--- src/rtl/router_pkg.sv ---
// Shared ring-router definitions: header bit positions and one-hot VC buffer states.
package router_pkg;

  localparam int unsigned VC_BIT  = 63;
  localparam int unsigned DIR_BIT = 62;
  localparam int unsigned HOP_MSB = 55;
  localparam int unsigned HOP_LSB = 48;

  typedef enum logic [2:0] {
    VC_EMPTY = 3'b001,
    VC_FULL  = 3'b010,
    VC_REQ   = 3'b100
  } vc_state_e;

endpackage

--- src/rtl/pe_in_vc_buf.sv ---
// One-deep PE injection buffer for a single virtual channel, with its request/grant FSM.
module pe_in_vc_buf
  import router_pkg::*;
#(
  parameter int unsigned DATA_WIDTH = 64,
  parameter bit          VC_ID      = 1'b0
) (
  input  logic                  clk,
  input  logic                  rst,
  input  logic                  polarity,
  input  logic                  load,
  input  logic [DATA_WIDTH-1:0] load_data,
  input  logic                  grant_cw,
  input  logic                  grant_ccw,
  output logic                  empty,
  output logic                  request_cw,
  output logic                  request_ccw,
  output logic [DATA_WIDTH-1:0] data_out
);

  vc_state_e             state_q, state_d;
  logic [DATA_WIDTH-1:0] data_q, data_d;
  logic                  away;
  logic                  dir;

  // This VC faces the ring (internal side) whenever the phase is not its own.
  assign away     = polarity ^ VC_ID;
  assign dir      = data_q[DIR_BIT];
  assign empty    = (state_q == VC_EMPTY);
  assign data_out = data_q;

  always_comb begin
    data_d                  = load_data;
    data_d[HOP_MSB:HOP_LSB] = load_data[HOP_MSB:HOP_LSB] >> 1;
  end

  // A held packet presents its request as soon as the phase turns away, so the
  // request is visible the cycle after accept; the REQ/FULL register tracks the phase.
  always_comb begin
    state_d     = state_q;
    request_cw  = 1'b0;
    request_ccw = 1'b0;
    case (state_q)
      VC_EMPTY: begin
        if (load) state_d = VC_FULL;
      end
      VC_FULL, VC_REQ: begin
        if (away) begin
          request_cw  = ~dir;
          request_ccw = dir;
          if ((grant_cw & ~dir) | (grant_ccw & dir)) state_d = VC_EMPTY;
          else                                       state_d = VC_REQ;
        end else begin
          state_d = VC_FULL;
        end
      end
      default: state_d = VC_EMPTY;
    endcase
  end

  always_ff @(posedge clk or negedge rst) begin
    if (!rst) begin
      state_q <= VC_EMPTY;
      data_q  <= '0;
    end else begin
      state_q <= state_d;
      if (load && (state_q == VC_EMPTY)) data_q <= data_d;
    end
  end

endmodule

--- src/rtl/pe_input.sv ---
// Router PE injection port: accepts PE packets into per-VC buffers and offers them to the ring.
module pe_input
  import router_pkg::*;
#(
  parameter int unsigned DATA_WIDTH = 64,
  parameter int unsigned CNT_WIDTH  = 16
) (
  input  logic                  clk,
  input  logic                  rst,
  input  logic                  polarity,
  input  logic                  pesi,
  output logic                  peri,
  input  logic [DATA_WIDTH-1:0] pedi,
  output logic                  request_cw_even,
  output logic                  request_cw_odd,
  output logic                  request_ccw_even,
  output logic                  request_ccw_odd,
  input  logic                  grant_cw_even,
  input  logic                  grant_cw_odd,
  input  logic                  grant_ccw_even,
  input  logic                  grant_ccw_odd,
  output logic [DATA_WIDTH-1:0] data_out_even,
  output logic [DATA_WIDTH-1:0] data_out_odd,
  output logic                  vc_err,
  output logic [CNT_WIDTH-1:0]  pkt_cnt
);

  logic empty_even, empty_odd;
  logic offer, good_vc, load_even, load_odd;

  assign peri      = rst & (polarity ? empty_odd : empty_even);
  assign offer     = pesi & peri;
  assign good_vc   = (pedi[VC_BIT] == polarity);
  assign load_even = offer & good_vc & ~polarity;
  assign load_odd  = offer & good_vc & polarity;

  pe_in_vc_buf #(
    .DATA_WIDTH (DATA_WIDTH),
    .VC_ID      (1'b0)
  ) u_buf_even (
    .clk         (clk),
    .rst         (rst),
    .polarity    (polarity),
    .load        (load_even),
    .load_data   (pedi),
    .grant_cw    (grant_cw_even),
    .grant_ccw   (grant_ccw_even),
    .empty       (empty_even),
    .request_cw  (request_cw_even),
    .request_ccw (request_ccw_even),
    .data_out    (data_out_even)
  );

  pe_in_vc_buf #(
    .DATA_WIDTH (DATA_WIDTH),
    .VC_ID      (1'b1)
  ) u_buf_odd (
    .clk         (clk),
    .rst         (rst),
    .polarity    (polarity),
    .load        (load_odd),
    .load_data   (pedi),
    .grant_cw    (grant_cw_odd),
    .grant_ccw   (grant_ccw_odd),
    .empty       (empty_odd),
    .request_cw  (request_cw_odd),
    .request_ccw (request_ccw_odd),
    .data_out    (data_out_odd)
  );

  always_ff @(posedge clk or negedge rst) begin
    if (!rst) begin
      vc_err  <= 1'b0;
      pkt_cnt <= '0;
    end else begin
      if (offer && !good_vc) vc_err <= 1'b1;
      if (offer && good_vc)  pkt_cnt <= pkt_cnt + CNT_WIDTH'(1);
    end
  end

endmodule

--- config.mk ---
export PLATFORM = sky130hd
export DESIGN_NAME = pe_input
export DESIGN_NICKNAME = d
export VERILOG_FILES = /design/src/rtl/router_pkg.sv /design/src/rtl/pe_in_vc_buf.sv /design/src/rtl/pe_input.sv
export SDC_FILE = /design/constraint.sdc
export NUM_CORES = 1
export LEC_CHECK = 0
export ABC_CLOCK_PERIOD_IN_PS = 3550
export CAP_MARGIN = 20
export CORE_ASPECT_RATIO = 0.8
export CORE_MARGIN = 4
export CORE_UTILIZATION = 40
export DETAILED_ROUTE_END_ITERATION = 8
export MAX_ROUTING_LAYER = met4
export PLACE_DENSITY = 0.74
export SYNTH_ARGS = -nofsm -noshare
export SYNTH_HDL_FRONTEND = slang
export SYNTH_SLANG_ARGS = --single-unit
--- constraint.sdc ---
create_clock -name clk -period 3.55 [get_ports clk]
set_input_delay 1.065 -clock clk [delete_from_list [all_inputs] [get_ports clk]]
set_output_delay 1.065 -clock clk [all_outputs]
set_load 0.03 [all_outputs]
==> out/metrics.yaml <==
outcome: "finished clean"
synthTopCellsByArea: "dfrtp_1, mux2_2, mux2_4"
worstHoldPathType: "reg -> reg"
path_max_fanout: 4
place_congestion: 0.7616
r2r_end: "u_buf_even.data_out[47]"
grt_pass1_vias: 4288
vias: 3872
fin_crit_ns: 3.357
synthCells: 371
cts_resized: 0
clkPwrFrac_pct: 27.0
overflow: 0
tightest_slew_ns: 0.6702
max_freq_ghz: 0.2979
ios: 222
min_period_over_period_pct: 94.56
viasPerCell: 4.883
combPwrFrac_pct: 35.1
vdd_drop_max_mv: 0.4375
drv_slew: 0
syn_to_final_growth_pct: 48.11
grt_setup_unrepaired: "no"
p_seq_share_pct: 37.9
fin_cells: 793
synth-edff-count: 0
ys_warn_count: 0
firstDrtPassIters: 6
p_int_mw: 4.043
slew-limit-headroom_pct: 55.32
leakage_nw: 3.760
ff2ff_path_depth: 4
fin_util_pct: 60.98
ys_types: 39
ys_seq_area_share_pct: 62.95
hold_path.startpoint: "pkt_cnt[15]"
cap_violations: 0
skew_ns: 0.008033
cts_buffers: 17
r2r_start: "u_buf_even.state_q[0]"
swShare_pct: 33.34
synth_top_area_share_pct: 62.06
async_reset_ff_share_pct: 100.0
drtIter0Drc: 139
initial_utilization_pct: 41.17
final_area_um2: 8778
clk_pin_slew_ns: 0.06
core_area_um2: 14400
diodes: 0
syn_area_per_cell_um2: 15.98
grtUsageTotal_pct: 18.22
power.density_nw_per_um2: 690.9
cp_data_arrival_time_ns: 2.29
cts_setup_buffers: 0
p_switching_mw: 2.022
grt_start_max_net_pins: 69
power_mw: 6.065
finalHoldViolCount: 0
r2r_setup_slack_ns: 1.54
holdPathEnd: "pkt_cnt[15]"
min_delay_path_depth: 1
cp-end-kind: "primary output"
antenna_found_initial: 0
setup.worst_path.class: "in -> out"
fin_setup_tns_ns: 0
clkLatencyLatePin_ns: 0.41
grt_pass1_wl_um: 22940
dp_cells: 761
die_h_um: 116.9
drive_gt1_share_pct: 26.27
cp.required_ns: 2.48
wl_per_cell_um: 18.02
port_buffers: 218
max-clock-path-buffers: 2
wl_um: 14290
rows: 39
dpl_cell_area_um2: 8240
die_w_um: 144.1
synth_top_area_cell: "dfrtp_1"
cts-htree-levels: 4
route.detailed.drc: 0
netlist_area_um2: 5927
synth_ff_type: "dfrtp_1"
synthTopCellsByCount: "dfrtp_1, mux2_2, mux2_4, mux2_1, buf_4"
startpoint_type: "input port"
clock-root-buffer: "clkbuf_16"
cts.sinks: 149
ys_ff_latch: 149
die_area_um2: 16840
dp_hpwl_um: 10110
synth_most_common_cell: "dfrtp_1"
setup_viol: 0
ctsHoldBuffers: 0
fin_nets: 669
drt.antenna.violating_nets: 0
cts_tree: "done"
[cell usage in the layout (no fill, tap or decap), types with 2 or more instances in the layout]
master	count
clkdlybuf4s50_1	212
dfrtp_1	147
mux2_2	92
mux2_4	18
mux2_1	17
clkbuf_16	17
nor2_1	10
buf_4	10
xnor2_1	9
xor2_1	9
nand2_1	6
nand4_1	5
clkbuf_1	5
clkinv_2	5
nor3_1	4
and3_1	3
and2_1	2
mux2i_1	2
nor4_1	2
nand3_1	2
conb_1	2
clkinv_4	2
buf_12	2
dfstp_2	2
[per-stage QoR]
step | worst slack, ns | hold WS, ns
after floorplan | 0.5925 | 0.6045
after global placement | 0.2044 | 0.4598
after detailed placement | 0.2024 | 0.4713
after CTS | 0.1942 | 0.4792
after global routing | 0.1227 | 0.4980
final | 0.1930 | 0.4745
[metal layers]
layer	global-route usage, %	vias up	wire (um)
met3	7.799	16	1368
met1	22.12	1946	5975
met2	27.53	154	6725
met5	-	-	0
met4	6.211	0	223
li1	-	1756	-
[power by group through the flow]
stage / Combinational [mW] / Sequential [mW] / Clock (mW)
after floorplan: 0.404 / 3.04 / 0
after global placement: 2.13 / 2.29 / 0
after detailed placement: 2.15 / 2.32 / 0
after CTS: 2.16 / 2.30 / 1.69
after global routing: 2.24 / 2.35 / 1.77
final: 2.13 / 2.30 / 1.64
[worst max path at each step]
stage,depth (start not counted),startpoint,slack (ns),to
finish,4,polarity,0.19,peri
global placement,4,polarity,0.20,peri
detailed placement,4,polarity,0.20,peri
CTS,4,polarity,0.19,peri
global route,4,polarity,0.12,peri
floorplan,2,polarity,0.59,request_cw_odd
[layout make-up]
| class | instances | area, um2 |
|---|---|---|
| Clock buffer | 23 | 457.9 |
| Clock inverter | 9 | 80.08 |
| Fill cell | 1092 | 5617 |
| Inverter | 1 | 3.754 |
| Multi-Input combinational cell | 202 | 2027 |
| Sequential cell | 149 | 3731 |
| Tap cell | 184 | 230.2 |
| Timing Repair Buffer | 225 | 2248 |
[worst max-delay path, cell delays in order]
cell,delay [ns]
clkdlybuf4s50_1,0.59
and4bb_4,0.29
o21a_1,0.17
buf_4,0.17
[sequential cells by signal, summed over array words and instances (netlist names)]
signal,cells
u_buf_even.data_out,63
u_buf_odd.state_q,3
vc_err,1
pkt_cnt,16
u_buf_odd.data_out,63
u_buf_even.state_q,3
[cells by family (layout without fill, tap and decap cells)]
kind of cell               count (synthesis)  count (layout)  synth area share (%)
DFF                                      149             149                 62.95
AOI/OAI and AO/OA                          7               7                0.8445
and+or+nand+nor                           45              45                 4.687
buffers and inverters                     21             258                 2.977
adders and majority gates                  1               1                0.2111
xor gates and xnor gates                  18              18                 2.660
muxes                                    129             129                 25.61
other                                      1               2               0.06327
Note: power is estimated with default switching activity, not from simulation.
